==> config.mk <==
export PLATFORM = sky130hd
export DESIGN_NAME = ws2812_rx_flat
export DESIGN_NICKNAME = d
export VERILOG_FILES = /design/src/rtl/ws2812_rx_if.sv /design/src/rtl/ws2812_rx.sv /design/src/flat_wrapper.sv
export SDC_FILE = /design/constraint.sdc
export NUM_CORES = 1
export LEC_CHECK = 0
export CAP_MARGIN = 10
export CORE_ASPECT_RATIO = 1.75
export CORE_MARGIN = 3
export CORE_UTILIZATION = 29
export CTS_CLUSTER_SIZE = 16
export DETAILED_ROUTE_END_ITERATION = 6
export GPL_TIMING_DRIVEN = 0
export PLACE_DENSITY = 0.5
export SLEW_MARGIN = 20
export SYNTH_ARGS = -nofsm -noshare
export SYNTH_HDL_FRONTEND = slang
export SYNTH_SLANG_ARGS = --single-unit
==> constraint.sdc <==
create_clock -name clk -period 2.53 [get_ports clk]
set_input_delay 0.759 -clock clk [delete_from_list [all_inputs] [get_ports clk]]
set_output_delay 0.759 -clock clk [all_outputs]
set_load 0.1 [all_outputs]
==> src/rtl/ws2812_rx_if.sv <==
// ---------------------------------------------------------------------------
// ws2812_rx_if : output bundle of the WS2812 stream decoder.
//
// The decoder drives everything here (master modport); the consumer
// (loopback checker, diagnostics logic) samples it (slave modport).
//
// Signals:
//   pixel_valid    one-cycle pulse: pixel_data / px_num are valid
//   pixel_data     last decoded pixel, first received bit in the MSB, held
//   px_num         index of the presented pixel, 0 = first after a latch
//   frame_done     one-cycle pulse on a latch gap that followed received bits
//   frame_px_count pixels in the last completed frame, held
//   err            one-cycle pulse per protocol violation
//   len_mismatch   sticky frame-length flag, present only when
//                  WS2812_RX_LEN_CHECK_EN is defined
// ---------------------------------------------------------------------------
interface ws2812_rx_if #(
  parameter int PX_COUNT_WIDTH = 6,
  parameter int BITS_PER_PIXEL = 24
);
  logic                      pixel_valid;
  logic [BITS_PER_PIXEL-1:0] pixel_data;
  logic [PX_COUNT_WIDTH-1:0] px_num;
  logic                      frame_done;
  logic [PX_COUNT_WIDTH:0]   frame_px_count;
  logic                      err;
`ifdef WS2812_RX_LEN_CHECK_EN
  logic                      len_mismatch;

  modport master (
    output pixel_valid, pixel_data, px_num, frame_done, frame_px_count, err,
           len_mismatch
  );
  modport slave (
    input  pixel_valid, pixel_data, px_num, frame_done, frame_px_count, err,
           len_mismatch
  );
`else
  modport master (
    output pixel_valid, pixel_data, px_num, frame_done, frame_px_count, err
  );
  modport slave (
    input  pixel_valid, pixel_data, px_num, frame_done, frame_px_count, err
  );
`endif
endinterface

==> src/rtl/ws2812_rx.sv <==
// ---------------------------------------------------------------------------
// ws2812_rx : WS2812 one-wire stream decoder.
//
// Decodes the pulse-width coded serial stream into BITS_PER_PIXEL-bit pixel
// words (MSB first), indexed from the last latch (low gap of T_RESET_CYCLES).
// Used to loop back / snoop a strip driver's data line.
//
// Ports:
//   clk    system clock
//   reset  synchronous, active-high reset
//   din    raw serial input (asynchronous, synchronised internally)
//   rx     ws2812_rx_if.master output bundle (pixel_valid, pixel_data,
//          px_num, frame_done, frame_px_count, err [, len_mismatch])
//
// Optional feature: define WS2812_RX_LEN_CHECK_EN to compare every completed
// frame against EXPECTED_PX; a mismatch pulses err together with frame_done
// and sets the sticky len_mismatch flag (cleared only by reset).
// ---------------------------------------------------------------------------
module ws2812_rx #(
  parameter int PX_COUNT_WIDTH    = 6,
  parameter int BITS_PER_PIXEL    = 24,
  parameter int T1_MIN_CYCLES     = 60,
  parameter int T_GLITCH_CYCLES   = 10,
  parameter int T_HIGH_MAX_CYCLES = 200,
  parameter int T_RESET_CYCLES    = 5000,
  parameter int EXPECTED_PX       = 52
) (
  input  logic        clk,
  input  logic        reset,
  input  logic        din,
  ws2812_rx_if.master rx
);

  localparam int HI_W = $clog2(T_HIGH_MAX_CYCLES + 1);
  localparam int LO_W = $clog2(T_RESET_CYCLES + 1);
  localparam int BC_W = $clog2(BITS_PER_PIXEL);
  localparam int PX_W = PX_COUNT_WIDTH + 1;

  localparam logic [HI_W-1:0] HI_MAX    = HI_W'(T_HIGH_MAX_CYCLES);
  localparam logic [HI_W-1:0] HI_ONE    = HI_W'(T1_MIN_CYCLES);
  localparam logic [HI_W-1:0] HI_GLITCH = HI_W'(T_GLITCH_CYCLES);
  localparam logic [LO_W-1:0] LO_MAX    = LO_W'(T_RESET_CYCLES);
  localparam logic [BC_W-1:0] LAST_BIT  = BC_W'(BITS_PER_PIXEL - 1);
  // One past the last addressable index: the saturated pixel count.
  localparam logic [PX_W-1:0] PX_LIMIT  = {1'b1, {PX_COUNT_WIDTH{1'b0}}};

`ifdef WS2812_RX_LEN_CHECK_EN
  localparam logic [PX_W-1:0] PX_EXPECT = PX_W'(EXPECTED_PX);
`else
  localparam int unused_expected_px = EXPECTED_PX;
`endif

  typedef enum logic [1:0] {WAIT_GAP, IDLE, HIGH, LOW} state_t;

  function automatic logic [HI_W-1:0] hi_sat_inc(input logic [HI_W-1:0] c);
    return (c == HI_MAX) ? c : c + 1'b1;
  endfunction

  function automatic logic [LO_W-1:0] lo_sat_inc(input logic [LO_W-1:0] c);
    return (c == LO_MAX) ? c : c + 1'b1;
  endfunction

  logic            din_p0, din_s, din_d;
  logic            rise, fall;
  logic [HI_W-1:0] hi_cnt;
  logic [LO_W-1:0] lo_cnt;

  state_t                    state;
  logic [BITS_PER_PIXEL-1:0] shreg;
  logic [BITS_PER_PIXEL-1:0] shift_nxt;
  logic                      bit_val;
  logic [BC_W-1:0]           bit_cnt;
  logic [PX_W-1:0]           px_idx;
  logic                      px_ovf;
  logic                      got_bit;

  logic                      pixel_valid_q;
  logic [BITS_PER_PIXEL-1:0] pixel_data_q;
  logic [PX_COUNT_WIDTH-1:0] px_num_q;
  logic                      frame_done_q;
  logic [PX_W-1:0]           frame_px_count_q;
  logic                      err_q;
`ifdef WS2812_RX_LEN_CHECK_EN
  logic                      len_mismatch_q;
`endif

  // ---- stage: input synchroniser and edge detect ----
  assign rise = din_s & ~din_d;
  assign fall = ~din_s & din_d;

  // The edge cycle itself is counted (counters restart at 1), so at a fall
  // hi_cnt equals the number of cycles din_s was high, and likewise lo_cnt.
  always_ff @(posedge clk) begin
    if (reset) begin
      din_p0 <= 1'b0;
      din_s  <= 1'b0;
      din_d  <= 1'b0;
      hi_cnt <= '0;
      lo_cnt <= '0;
    end else begin
      din_p0 <= din;
      din_s  <= din_p0;
      din_d  <= din_s;
      if (rise)
        hi_cnt <= HI_W'(1);
      else if (din_s)
        hi_cnt <= hi_sat_inc(hi_cnt);
      if (fall)
        lo_cnt <= LO_W'(1);
      else if (!din_s)
        lo_cnt <= lo_sat_inc(lo_cnt);
    end
  end

  // ---- stage: bit decode, pixel assembly and frame control ----
  assign bit_val   = (hi_cnt >= HI_ONE);
  assign shift_nxt = {shreg[BITS_PER_PIXEL-2:0], bit_val};

  always_ff @(posedge clk) begin
    if (reset) begin
      state            <= WAIT_GAP;
      shreg            <= '0;
      bit_cnt          <= '0;
      px_idx           <= '0;
      px_ovf           <= 1'b0;
      got_bit          <= 1'b0;
      pixel_valid_q    <= 1'b0;
      pixel_data_q     <= '0;
      px_num_q         <= '0;
      frame_done_q     <= 1'b0;
      frame_px_count_q <= '0;
      err_q            <= 1'b0;
`ifdef WS2812_RX_LEN_CHECK_EN
      len_mismatch_q   <= 1'b0;
`endif
    end else begin
      pixel_valid_q <= 1'b0;
      frame_done_q  <= 1'b0;
      err_q         <= 1'b0;
      case (state)
        // Never trust a stream joined mid-frame: wait for a full latch gap.
        WAIT_GAP: begin
          if (!din_s && lo_cnt == LO_MAX)
            state <= IDLE;
        end
        IDLE: begin
          if (rise)
            state <= HIGH;
        end
        HIGH: begin
          if (fall) begin
            state <= LOW;
            if (hi_cnt < HI_GLITCH) begin
              err_q <= 1'b1;
            end else begin
              got_bit <= 1'b1;
              if (bit_cnt == LAST_BIT) begin
                bit_cnt <= '0;
                shreg   <= '0;
                if (px_idx == PX_LIMIT) begin
                  // Index space exhausted: flag once, drop until the latch.
                  if (!px_ovf)
                    err_q <= 1'b1;
                  px_ovf <= 1'b1;
                end else begin
                  pixel_valid_q <= 1'b1;
                  pixel_data_q  <= shift_nxt;
                  px_num_q      <= px_idx[PX_COUNT_WIDTH-1:0];
                  px_idx        <= px_idx + 1'b1;
                end
              end else begin
                bit_cnt <= bit_cnt + 1'b1;
                shreg   <= shift_nxt;
              end
            end
          end else if (din_s && hi_cnt == HI_MAX) begin
            // Line stuck high: abandon the frame and resynchronise on a gap.
            err_q    <= 1'b1;
            state    <= WAIT_GAP;
            shreg    <= '0;
            bit_cnt  <= '0;
            px_idx   <= '0;
            px_num_q <= '0;
            px_ovf   <= 1'b0;
            got_bit  <= 1'b0;
          end
        end
        LOW: begin
          if (rise) begin
            state <= HIGH;
          end else if (lo_cnt == LO_MAX) begin
            state <= IDLE;
            if (bit_cnt != '0)
              err_q <= 1'b1;
            if (got_bit) begin
              frame_done_q     <= 1'b1;
              frame_px_count_q <= px_idx;
`ifdef WS2812_RX_LEN_CHECK_EN
              if (px_idx != PX_EXPECT) begin
                err_q          <= 1'b1;
                len_mismatch_q <= 1'b1;
              end
`endif
            end
            shreg   <= '0;
            bit_cnt <= '0;
            px_idx  <= '0;
            px_ovf  <= 1'b0;
            got_bit <= 1'b0;
          end
        end
        default: state <= WAIT_GAP;
      endcase
    end
  end

  // ---- stage: output bundle ----
  assign rx.pixel_valid    = pixel_valid_q;
  assign rx.pixel_data     = pixel_data_q;
  assign rx.px_num         = px_num_q;
  assign rx.frame_done     = frame_done_q;
  assign rx.frame_px_count = frame_px_count_q;
  assign rx.err            = err_q;
`ifdef WS2812_RX_LEN_CHECK_EN
  assign rx.len_mismatch   = len_mismatch_q;
`endif

endmodule

==> src/flat_wrapper.sv <==
// flat-port wrapper written by rule: the top's interface ports become plain ports
module ws2812_rx_flat 
#(
  parameter int PX_COUNT_WIDTH    = 6,
  parameter int BITS_PER_PIXEL    = 24,
  parameter int T1_MIN_CYCLES     = 60,
  parameter int T_GLITCH_CYCLES   = 10,
  parameter int T_HIGH_MAX_CYCLES = 200,
  parameter int T_RESET_CYCLES    = 5000,
  parameter int EXPECTED_PX       = 52
)
  (clk, reset, din, rx_pixel_valid, rx_pixel_data, rx_px_num, rx_frame_done, rx_frame_px_count, rx_err);
  ws2812_rx_if #(.PX_COUNT_WIDTH(PX_COUNT_WIDTH), .BITS_PER_PIXEL(BITS_PER_PIXEL)) rx_i ();
  input  logic clk;
  input  logic reset;
  input  logic din;
  output wire logic [$bits(rx_i.pixel_valid)-1:0] rx_pixel_valid;
  output wire logic [$bits(rx_i.pixel_data)-1:0] rx_pixel_data;
  output wire logic [$bits(rx_i.px_num)-1:0] rx_px_num;
  output wire logic [$bits(rx_i.frame_done)-1:0] rx_frame_done;
  output wire logic [$bits(rx_i.frame_px_count)-1:0] rx_frame_px_count;
  output wire logic [$bits(rx_i.err)-1:0] rx_err;
  assign rx_pixel_valid = rx_i.pixel_valid;
  assign rx_pixel_data = rx_i.pixel_data;
  assign rx_px_num = rx_i.px_num;
  assign rx_frame_done = rx_i.frame_done;
  assign rx_frame_px_count = rx_i.frame_px_count;
  assign rx_err = rx_i.err;
  ws2812_rx #(.PX_COUNT_WIDTH(PX_COUNT_WIDTH), .BITS_PER_PIXEL(BITS_PER_PIXEL), .T1_MIN_CYCLES(T1_MIN_CYCLES), .T_GLITCH_CYCLES(T_GLITCH_CYCLES), .T_HIGH_MAX_CYCLES(T_HIGH_MAX_CYCLES), .T_RESET_CYCLES(T_RESET_CYCLES), .EXPECTED_PX(EXPECTED_PX)) u_core (.clk(clk), .reset(reset), .din(din), .rx(rx_i));
endmodule
# --- Word level (Yosys, flattened, before mapping) ---
# Index checks and enable logic that the tools add are counted.
classes:
  add_sub_neg: 4
  n_lt_le_gt_ge: 2
  n_eq_ne: 23
  mux: 63
  bitwise_logic: 13
  n_reduce_logical: 23
ops:
  columns: ["operator", "n"]
  rows:
  - ["two-way mux 23 bit", 6]
  - ["two-way mux 7 bit", 7]
  - ["case mux 23 bit (2 select lines)", 1]
  - ["two-way mux 5 bit", 6]
  - ["two-way mux 6 bit", 5]
  - ["two-way mux 1 bit", 26]
  - ["AND reduction 5 bit", 3]
  - ["case mux 7 bit (2 select lines)", 1]
  - ["AND reduction 7 bit", 2]
  - ["adder 13 x 1 -> 13 bit, second input constant", 1]
  - ["equality test 13 bit, second input constant", 1]
  - ["two-way mux 2 bit", 6]
  - ["!= test 3 bit, second input constant", 4]
  - ["NOT 1 bit", 11]
  - ["!= test 2 x 1 -> 1 bit, second input constant", 5]
  - ["!= test 2 bit, second input constant", 5]
  - ["case mux 5 bit (2 select lines)", 1]
  - ["adder 8 x 1 -> 8 bit, second input constant", 1]
  - ["equality test 8 bit, second input constant", 1]
  - [">= comparator 8 x 6 -> 1 bit, second input constant", 1]
  - ["< comparator 8 x 4 -> 1 bit, second input constant", 1]
  - ["case mux 2 bit (4 select lines)", 1]
  - ["AND reduction 2 bit", 4]
  - ["AND reduction 4 bit", 2]
  - ["other kinds (17)", 26]
totals:
  register_bits: 103
  output_inout_bits: 40
  elab_cells: 147

# --- Logic depth before layout (Yosys ltp) ---
# Gate-level depths: netlist (run 1).
depth:
  ltp_word: 6
  ltp_mapped: 9

# --- Worst setup path after synthesis (run 1) ---
# No wires, ideal clock.
synth_timing:
  path_type: "register -> register"
  start: "register u_core.hi_cnt[6]"
  end: "register u_core.pixel_data_q[10], in the netlist u_core.rx.pixel_data[10]"
  arrival_ns: 1.786
  required_time_ns: 2.398
  slack_ns: 0.612
  stages_incl_launch_ff: 9
  cell_sequence: "dfxtp_1 -> or4_4 -> or2_0 -> clkbuf_2 -> and3_1 -> clkbuf_1 -> buf_2 -> nand2_1 -> a21oi_1"
synth_via:
  elab_chain_len: 3
synth_lines:
  columns: ["item", "line_no", "rtl"]
  rows:
  - ["start, declared", "ws2812_rx.sv:65", "logic [HI_W-1:0] hi_cnt;"]
  - ["start signal, assigned", "ws2812_rx.sv:107", "hi_cnt <= hi_sat_inc(hi_cnt);"]
  - ["< comparator 8 x 4 -> 1 bit", "ws2812_rx.sv:153", "if (hi_cnt < HI_GLITCH) begin"]
  - ["NOT 1 bit (no source line)", null, null]
  - ["AND reduction 5 bit (no source line)", null, null]
  - ["end signal, assigned", "ws2812_rx.sv:167", "pixel_data_q <= shift_nxt;"]
  - ["end, declared", "ws2812_rx.sv:78", "logic [BITS_PER_PIXEL-1:0] pixel_data_q;"]
# Every way passes these cells.
# A chain may end at the register's enable or synchronous reset.

# --- Worst setup path in the final report (run 1) ---
layout_timing:
  start: "input port reset"
  end: "register u_core.pixel_data_q[0], in the netlist u_core.rx.pixel_data[0]"
layout_rtl:
  columns: ["item", "line_no", "rtl"]
  rows:
  - ["start, declared", "flat_wrapper.sv:15", "input logic reset;"]
# No word-level cell between the ends.

==> impl_metrics.csv, run 1 <==
group,metric,value,unit
floorplanning,rows,57,
worst_setup_path,worstSetupEndpointType,"flop",
worst_setup_path,cp_cell_sequence,"clkdlybuf4s50_1 -> clkbuf_1 -> clkbuf_1 -> nor3_1",
route,top_layer_used,"met4",
floorplanning,chipHeight,166,um
outcome,status,"complete, no violations",
power_and_ir_drop,p_switching,0.000742,W
final_layout,final_net_count,529,
cts,cts_made_buffers,9,
power_and_ir_drop,switching_share,23.9,%
sta,period_minus_slack,2.41,ns
run,max-cap-violations,0,
worst_setup_path,critPathArrivalTime,2.60,ns
synthesis,async_reset_ff_share,0,%
power_and_ir_drop,pwr-share-comb,3.9,%
cts,numClockSinks,103,
worst_hold_path,hold_class,"reg -> reg",
global_routing,grt_max_degree,20,
worst_setup_path,reg2reg_from,"u_core.px_idx[0]",
placement,dp_slack,-0.268,ns
synthesis,synth_top_cell_by_area,"dfxtp_1",
synthesis,synth_top_family_by_area,"simple AND/OR/NAND/NOR gates",
final_layout,antenna_cells,0,
floorplanning,start_util,30.0,%
synthesis,synth_area,0.00422,sq mm
sta,finalSetupTns,0,ns
synthesis,synthCells,465,
worst_hold_path,min_from,"u_core.din_p0",
synthesis,synth_area_per_cell,9.07,sq um
route,drc,0,
sta,clock.fmax,0.416,GHz
worst_setup_path,cp_max_fo,10,
cts,cts-root-buf,"clkbuf_16",
sta,rsz0062_at_grt,"false",
worst_setup_path,cp_data_required_time,2.73,ns
sta,drv_slew,0,
power_and_ir_drop,clkPwrFrac,43.2,%
placement,dp_hpwl,7260,um
final_layout,syn_to_final_growth,21.0,%
sta,tightest_slew,0.972,ns
power_and_ir_drop,peakVddDrop,0.000433,V
sta,finalSetupViolCount,0,
cts,clk_path_buf_depth,2,
sta,finalCritPeriodShare,95.1,%
cts,htree_levels,3,
synthesis,yosysWarningCount,0,
final_layout,fin_util,36.3,%
power_and_ir_drop,power_density,609,mW/mm^2
sta,fin_skew,0.00667,ns
synthesis,synth_commonest_cells,"dfxtp_1 (103), nand2_1 (65), nor2_1 (43), a21oi_1 (37), a22o_1 (24)",
floorplanning,pin_count,43,
placement,gp_congestion,0.777,
worst_setup_path,rrSetupSlack,0.30,ns
synthesis,synth_flop_cell,"dfxtp_1",
worst_setup_path,crit_top_cell,"clkbuf_1",
worst_setup_path,cpPeakStageDelay,0.62,ns
synthesis,synth_xor_area_share,3.32,%
global_routing,grt_pass1_vias,3336,
worst_setup_path,worst_r2r_endpoint,"u_core.rx.pixel_data[22]",
synthesis,synth.most_common_cell,"dfxtp_1",
route,wl_met1,3900,um
worst_setup_path,r2r.worst_path.cells,9,
worst_setup_path,criticalPathCategory,"in -> reg",
route,routed_via_density,4.89,
route,routed_wl,9600,um
worst_setup_path,startpoint_type,"input port",
global_routing,grt-ovfl-total,0,
synthesis,synth_top_area_share,48.9,%
synthesis,synth-seq-cells,103,
route,met3_wirelength,256,um
synthesis,synth_compound_area_share,17.2,%
final_layout,design_area,0.00510,sq mm
cts,clk_pin_slew_worst_paths,0.07,ns
sta,maxSlewHeadroom,35.4,%
synthesis,synth_edf_count,0,
worst_setup_path,crit_path_top_delay_cell,"clkdlybuf4s50_1",
cts,ctsHoldBuffers,0,
synthesis,synthAdderAreaFrac,2.37,%
cts,cts_setup_buffers,0,
sta,setup_slack,0.124,ns
route,wl_per_cell,13.7,um
synthesis,synthSimpleGateAreaFrac,21.5,%
placement,io_buffers,42,
route,routed-wl-met2,5290,um
global_routing,grt.total_usage,12.1,%
synthesis,muxShareOfSynthArea,2.17,%
cts,worst_skew_pair.late_latency,0.34,ns
floorplanning,fp.dieW,97.2,um
route,drt-pass1-iter-count,4,
cts,cts_tree,"yes",
power_and_ir_drop,power_frac_seq,52.9,%
sta,hold_violations,0,
floorplanning,dieArea,0.0161,sq mm
power_and_ir_drop,p_leak,2.05,nW
route,drtIter0Drc,113,
placement,place_area,0.00486,sq mm
route,final_antenna_net_count,0,
final_layout,drive_gt1_share,7.65,%
power_and_ir_drop,internal-power,0.00237,W
worst_hold_path,min_to,"u_core.din_s",
synthesis,synthTopCellsByArea,"dfxtp_1 (49%), nand2_1 (5.8%), a22o_1 (5.0%), a21oi_1 (4.4%), nor2_1 (3.8%)",
floorplanning,core-area,0.0140,sq mm
synthesis,synth_nets,476,
synthesis,seq_area_frac_synth,48.9,%
route,via_count,3423,
worst_hold_path,hold_depth,1,
synthesis,synthDistinctLibCells,53,
global_routing,grt_pass1_wl,15800,um
global_routing,antenna_found_initial,0,
==> layer usage <==
metal	global-route usage, %	vias up
li1	-	1742
met1	12.6	1632
met2	23.5	41
met3	2.48	8
met4	4.60	0
met5	0	-
==> final cells by class <==
| type | count | area, sq um |
|---|---|---|
| fillers | 1479 | 8950 |
| flip-flops and latches | 103 | 2060 |
| multi-input cells | 320 | 1970 |
| repair buffers | 42 | 370 |
| clock buffers | 9 | 225 |
| well taps | 177 | 221 |
| plain buffers | 25 | 128 |
| inverters | 17 | 63.8 |
| clock inverters | 7 | 62.6 |
==> sequential cells by signal (all words and copies together) (netlist names) <==
signal and flops:
u_core.rx.pixel_data 24, u_core.shreg 23, u_core.lo_cnt 13, u_core.hi_cnt 8, u_core.px_idx 7, u_core.rx.frame_px_count 7
u_core.rx.px_num 6, u_core.bit_cnt 5, u_core.state 2, u_core.din_d 1, u_core.din_p0 1, u_core.din_s 1
u_core.got_bit 1, u_core.px_ovf 1, u_core.rx.err 1, u_core.rx.frame_done 1, u_core.rx.pixel_valid 1
==> cells in the final DEF (no fill, tap or decap), types with 10 or more instances in the layout <==
cell type,n
a21oi_1,36
a22o_1,24
clkbuf_1,14
dfxtp_1,103
dlygate4sd2_1,40
inv_1,17
nand2_1,65
nand3_1,12
nand4_1,13
nor2_1,43
nor2b_1,10
o21ai_0,12
==> cell families after synthesis <==
kind of cell,count (synthesis)
compound gates,103
xor+xnor,16
fa+ha+maj,8
buf+inv,42
flops,103
mux,9
simple gates,184
==> metrics by stage <==
| step | power, W | instances | hold slack (ns) |
|---|---|---|---|
| floorplan | 0.00177 | 465 | 0.414 |
| global placement | 0.00180 | 684 | 0.428 |
| detailed placement | 0.00181 | 684 | 0.424 |
| CTS | 0.00316 | 700 | 0.442 |
| global route | 0.00324 | 700 | 0.465 |
| finish | 0.00311 | 700 | 0.437 |
==> power groups by stage <==
stage,clock [W],combinational (W),sequential (W)
floorplan,0,0.0000886,0.00168
global placement,0,0.000122,0.00168
detailed placement,0,0.000123,0.00168
CTS,0.00139,0.000124,0.00164
global route,0.00146,0.000134,0.00165
finish,0.00134,0.000121,0.00164
==> worst max-delay path: cells and delay by family <==
kind / cells / cell delay, ns
buffers and inverters: 3 / 1.71
and+or+nand+nor: 1 / 0.13
==> worst max-delay path by stage <==
stage,start,endpoint,slack [ns],depth (start not counted)
CTS,reset,u_core.rx.pixel_data[0],0.1,4
global placement,reset,u_core.rx.pixel_data[0],-0.23,4
finish,reset,u_core.rx.pixel_data[0],0.12,4
global route,reset,u_core.rx.pixel_data[0],0.04,4
detailed placement,reset,u_core.rx.pixel_data[0],-0.27,4
floorplan,u_core.hi_cnt[6],u_core.rx.pixel_data[10],0.61,8
==> repair_timing <==
item | 4_1_cts | 5_1_grt
setup endpoints to repair | 40 | 10
pin swaps | 0 | 0
gates resized for setup | 40 | 3
Note: power is estimated with default switching activity, not from simulation.
==> run 2, diff against run 1 <==
--- a/config.mk
+++ b/config.mk
@@ -7,8 +7,9 @@
 export LEC_CHECK = 0
 export CAP_MARGIN = 10
 export CORE_ASPECT_RATIO = 1.75
-export CORE_MARGIN = 3
+export CORE_MARGIN = 2
 export CORE_UTILIZATION = 29
+export CTS_BUF_LIST = sky130_fd_sc_hd__clkbuf_8 sky130_fd_sc_hd__clkbuf_16
 export CTS_CLUSTER_SIZE = 16
 export DETAILED_ROUTE_END_ITERATION = 6
 export GPL_TIMING_DRIVEN = 0
@@ -17,3 +18,4 @@
 export SYNTH_ARGS = -nofsm -noshare
 export SYNTH_HDL_FRONTEND = slang
 export SYNTH_SLANG_ARGS = --single-unit
+export TNS_END_PERCENT = 100
==> run 2 against run 1 <==
Compared with the run above:
- routed wire length grew 1.4%
- critical endpoint unchanged
- critical path depth stayed put
- worst hold slack better by 0.015 ns
- sequential power hardly changed
- die area down 3.2%
- first-iteration DRC count grew 39%
==> impl_metrics.csv, run 2 (same netlist as run 1, synthesis figures left out) <==
group,metric,value,unit
sta,finalCritPeriodShare,93.0,%
global_routing,grt.total_usage,13.3,%
global_routing,grt_pass1_vias,3406,
floorplanning,dieArea,0.0156,sq mm
route,via_count,3453,
floorplanning,pin_count,43,
global_routing,grt-ovfl-total,0,
global_routing,use_met3,2.86,%
final_layout,final_cell_mix,"dfxtp_1 (103), nand2_1 (65), nor2_1 (43)",
floorplanning,chipHeight,164,um
cts,clk_path_buf_depth,2,
route,drt-pass1-iter-count,4,
sta,tightest_slew,0.977,ns
final_layout,layout_commonest_cell,"dfxtp_1",
global_routing,use_met1,14.6,%
placement,dp_slack,-0.262,ns
placement,dp_hpwl,7230,um
worst_setup_path,worst_r2r_endpoint,"u_core.px_idx[6]",
route,routed_wl,9730,um
placement,gp_congestion,0.798,
cts,cts_tree,"yes",
power_and_ir_drop,peakVddDrop,0.000407,V
final_layout,antenna_cells,0,
sta,rsz0062_at_grt,"false",
worst_hold_path,hold_class,"reg -> reg",
route,drtIter0Drc,157,
cts,cts_made_buffers,9,
cts,clk_pin_slew_worst_paths,0.07,ns
sta,drv_slew,0,
sta,period_minus_slack,2.35,ns
cts,htree_levels,3,
worst_setup_path,cp_max_fo,10,
run,max-cap-violations,0,
worst_setup_path,cp_data_required_time,2.73,ns
floorplanning,rows,58,
floorplanning,start_util,29.5,%
worst_hold_path,min_from,"u_core.rx.pixel_data[19]",
route,routed_via_density,4.91,
worst_setup_path,rrSetupSlack,0.23,ns
power_and_ir_drop,power_density,639,mW/mm^2
global_routing,busiest_layer,"met2",
floorplanning,fp.dieW,95.2,um
final_layout,fin_util,36.0,%
route,wl_per_cell,13.8,um
cts,ctsHoldBuffers,0,
sta,finalSetupViolCount,0,
final_layout,syn_to_final_growth,22.0,%
final_layout,largest_register_ffs,24,
placement,io_buffers,42,
worst_setup_path,reg2reg_from,"u_core.hi_cnt[0]",
global_routing,antenna_found_initial,0,
power_and_ir_drop,finalPower,0.00329,W
global_routing,grt_pass1_wl,16400,um
worst_setup_path,r2r.worst_path.cells,8,
global_routing,grtUsageMet2,23.8,%
worst_setup_path,crit_start,"reset",
cts,numClockSinks,103,
worst_setup_path,startpoint_type,"input port",
sta,setup_slack,0.176,ns
sta,fin_skew,0.0104,ns
outcome,status,"complete, no violations",
final_layout,final_net_count,529,
cts,cts-root-buf,"clkbuf_16",
sta,maxSlewHeadroom,35.1,%
sta,clock.fmax,0.425,GHz
floorplanning,core-area,0.0143,sq mm
worst_setup_path,worstSetupEndpointType,"flop",
power_and_ir_drop,p_leak,2.07,nW
worst_setup_path,critPathArrivalTime,2.56,ns
global_routing,grt_max_degree,19,
final_layout,drive_gt1_share,7.65,%
worst_setup_path,criticalPathCategory,"in -> reg",
route,final_antenna_net_count,0,
worst_setup_path,worstSetupEndpoint,"u_core.rx.pixel_data[0]",
route,drc,0,
cts,worst_skew_pair.late_latency,0.35,ns
sta,hold_violations,0,
[run 2: what timing repair did]
item / 4_1_cts / 5_1_grt
endpoints found under the setup margin: 40 / 17
gates cloned: 0 / 0
pin swaps: 0 / 0
buffers inserted: 0 / 0
resized for setup: 40 / 3
[run 2: power breakdown]
part / total, W / internal (W) / switching [W]
registers: 0.00164 / 0.00163 / 0.0000141
logic: 0.000123 / 0.0000409 / 0.0000818
clock network: 0.00152 / 0.000882 / 0.000639
total: 0.00329 / 0.00255 / 0.000735
[run 2: area by class of cell]
cell class	instances	area, sq um
plain buffers	25	128
fillers	1500	9150
clock buffers	9	225
inverters	17	63.8
multi-input cells	320	1970
well taps	180	225
clock inverters	7	103
flip-flops and latches	103	2060
repair buffers	42	370
[run 2: worst min path at each step]
stage,end,slack [ns],depth (start not counted)
after floorplan,u_core.din_s,0.41,1
after global placement,u_core.din_s,0.43,1
after detailed placement,u_core.rx.pixel_data[11],0.45,2
after CTS,u_core.rx.pixel_data[12],0.46,2
after global routing,u_core.rx.pixel_data[15],0.47,2
final,u_core.rx.pixel_data[19],0.45,2
[run 2: routing by layer]
layer | up-vias | routed length (um)
li1 | 1751 | -
met4 | 0 | 225
met2 | 47 | 5190
met1 | 1643 | 4080
met5 | - | 0
met3 | 12 | 234
[run 2: through the flow]
step | hold slack [ns] | instance area [sq um] | cells | setup TNS (ns)
after global routing | 0.473 | 5140 | 703 | 0
after CTS | 0.455 | 5140 | 703 | 0
final | 0.453 | 5140 | 703 | 0
after floorplan | 0.414 | 4220 | 465 | 0
after detailed placement | 0.448 | 4860 | 687 | -6.81
after global placement | 0.432 | 4860 | 687 | -5.93
[run 2: critical path, stage by stage]
cell and delay, ns:
clkdlybuf4s50_1 0.61, clkbuf_1 0.52, clkbuf_1 0.54, nor3_1 0.12
==> run 3, diff against run 2 <==
--- a/config.mk
+++ b/config.mk
@@ -5,7 +5,7 @@
 export SDC_FILE = /design/constraint.sdc
 export NUM_CORES = 1
 export LEC_CHECK = 0
-export CAP_MARGIN = 10
+export CAP_MARGIN = 15
 export CORE_ASPECT_RATIO = 1.75
 export CORE_MARGIN = 2
 export CORE_UTILIZATION = 29
@@ -14,7 +14,6 @@
 export DETAILED_ROUTE_END_ITERATION = 6
 export GPL_TIMING_DRIVEN = 0
 export PLACE_DENSITY = 0.5
-export SLEW_MARGIN = 20
 export SYNTH_ARGS = -nofsm -noshare
 export SYNTH_HDL_FRONTEND = slang
 export SYNTH_SLANG_ARGS = --single-unit
==> constraint.sdc (replaced) <==
create_clock -name clk -period 3 [get_ports clk]
set_input_delay 0.9 -clock clk [delete_from_list [all_inputs] [get_ports clk]]
set_output_delay 0.9 -clock clk [all_outputs]
set_load 0.1 [all_outputs]
==> run 3 against run 2 <==
Compared with the run above:
- sequential cell count did not move
- register-to-register slack better by 0.36 ns
- core utilization up 0.32 points
- combinational power is 16% lower
- routed wire length fell by 0.38%
- die area is the same
- critical endpoint is now rx_pixel_data[23]
- highest routed layer unchanged
==> impl_metrics.csv, run 3 (same netlist as run 1, synthesis figures left out) <==
group,metric,value,unit
outcome,status,"complete, no violations",
power_and_ir_drop,peakVddDrop,0.000343,V
worst_setup_path,crit_family,"buffers and inverters",
final_layout,fillers,1482,
cts,worst_skew_pair.late_latency,0.35,ns
sta,clock.fmax,0.365,GHz
worst_setup_path,criticalPathCategory,"reg -> out",
power_and_ir_drop,p_leak,1.87,nW
cts,ctsHoldBuffers,0,
floorplanning,chipHeight,164,um
sta,period_minus_slack,2.74,ns
global_routing,grt-ovfl-total,0,
route,drtIter0Drc,158,
sta,finalSetupViolCount,0,
global_routing,grt_pass1_vias,3406,
sta,maxSlewHeadroom,34.0,%
route,via_count,3462,
cts,clk_pin_slew_worst_paths,0.07,ns
final_layout,antenna_cells,0,
placement,dp_hpwl,7230,um
worst_setup_path,cp_cell_sequence,"clkdlybuf4s50_1",
sta,hold_violations,0,
worst_setup_path,startpoint_type,"flop",
floorplanning,start_util,29.5,%
route,wl_per_cell,13.8,um
worst_setup_path,cpPeakStageDelay,1.15,ns
floorplanning,pin_count,43,
cts,cts-root-buf,"clkbuf_16",
worst_setup_path,critPathArrivalTime,1.84,ns
cts,cts_setup_buffers,0,
placement,place_area,0.00486,sq mm
worst_setup_path,worstSetupEndpointType,"primary output",
cts,htree_levels,3,
final_layout,final_net_count,529,
sta,drv_slew,0,
worst_setup_path,path_buf_inv,1,
placement,gp_congestion,0.798,
route,drt-pass1-iter-count,4,
cts,numClockSinks,103,
cts,cts_made_buffers,9,
cts,cts_tree,"yes",
power_and_ir_drop,power_density,534,mW/mm^2
route,drc,0,
final_layout,layout_commonest_cell,"dfxtp_1",
global_routing,antenna_found_initial,0,
global_routing,grt.total_usage,13.3,%
sta,rsz0062_at_grt,"false",
sta,finalCritPeriodShare,91.4,%
worst_hold_path,hold_class,"reg -> reg",
final_layout,largest_register_ffs,24,
final_layout,fin_util,36.3,%
sta,fin_skew,0.00996,ns
route,routed_wl,9690,um
worst_setup_path,cp_max_fo,2,
global_routing,grt_max_degree,19,
sta,finalSetupTns,0,ns
cts,cts_resized,0,
sta,tightest_slew,0.987,ns
worst_setup_path,cp_data_required_time,2.10,ns
floorplanning,core-area,0.0143,sq mm
final_layout,syn_to_final_growth,23.1,%
final_layout,drive_gt1_share,7.27,%
worst_setup_path,crit_path_top_delay_cell,"clkdlybuf4s50_1",
route,routed_via_density,4.92,
cts,clk_path_buf_depth,2,
run,max-cap-violations,0,
placement,io_buffers,42,
final_layout,design_area,0.00519,sq mm
floorplanning,dieArea,0.0156,sq mm
floorplanning,fp.dieW,95.2,um
route,final_antenna_net_count,0,
global_routing,grt_pass1_wl,16300,um
final_layout,final_cell_mix,"dfxtp_1 (103), nand2_1 (65), nor2_1 (43)",
floorplanning,rows,58,
[run 3: cell types whose count changed in the layout (fill, tap and decap cells not counted), sizes merged]
cell           delta
clkdlybuf4s50    +40
dlygate4sd2      -40
[run 3: cell type report]
cell class              count  area (sq um)  area share, %
flip-flops and latches    103          2060           39.7
multi-input cells         320          1960           37.8
repair buffers             42           420           8.10
clock buffers               9           225           4.34
well taps                 180           225           4.34
plain buffers              25           126           2.43
clock inverters             7           103           1.98
inverters                  17          63.8           1.23
[run 3: where the power goes]
group	switching [W]	leakage, nW	internal (W)
clock network	0.000538	0.162	0.000744
registers	0.0000118	0.831	0.00137
logic	0.0000687	0.879	0.0000344
total	0.000618	1.87	0.00215
[run 3: path summary, 6_finish.rpt]
check | from | to | slack (ns) | depth (start not counted)
setup / recovery | u_core.rx.pixel_data[23] | rx_pixel_data[23] | 0.26 | 1
hold / removal | u_core.rx.pixel_data[19] | u_core.rx.pixel_data[19] | 0.46 | 2
setup reg to reg | u_core.din_s | u_core.px_idx[6] | 0.59 | 7
hold reg to reg | u_core.rx.pixel_data[19] | u_core.rx.pixel_data[19] | 0.46 | 2
[run 3: stage by stage]
step / worst slack [ns] / std cells / power (W) / hold WS [ns]
6_report: 0.257 / 703 / 0.00277 / 0.455
5_1_grt: 0.191 / 703 / 0.00288 / 0.475
4_1_cts: 0.227 / 703 / 0.00281 / 0.458
3_5_place_dp: 0.0674 / 687 / 0.00152 / 0.448
3_3_place_gp: 0.0768 / 687 / 0.00152 / 0.432
2_1_floorplan: 1.08 / 465 / 0.00149 / 0.414
[run 3: worst register-to-register path: stages, from the launching register on]
cell,delay (ns)
dfxtp_1,0.32
clkbuf_1,0.35
nand4b_1,0.21
o211ai_1,0.41
nand3_1,0.24
buf_4,0.24
o311ai_0,0.39
o31ai_1,0.13
[run 3: layer usage]
layer,vias up,wire (um),global-route usage [%]
met3,13,256,2.86
met4,0,211,6.26
li1,1752,-,-
met1,1650,3980,14.5
met2,47,5240,23.8
met5,-,0,0
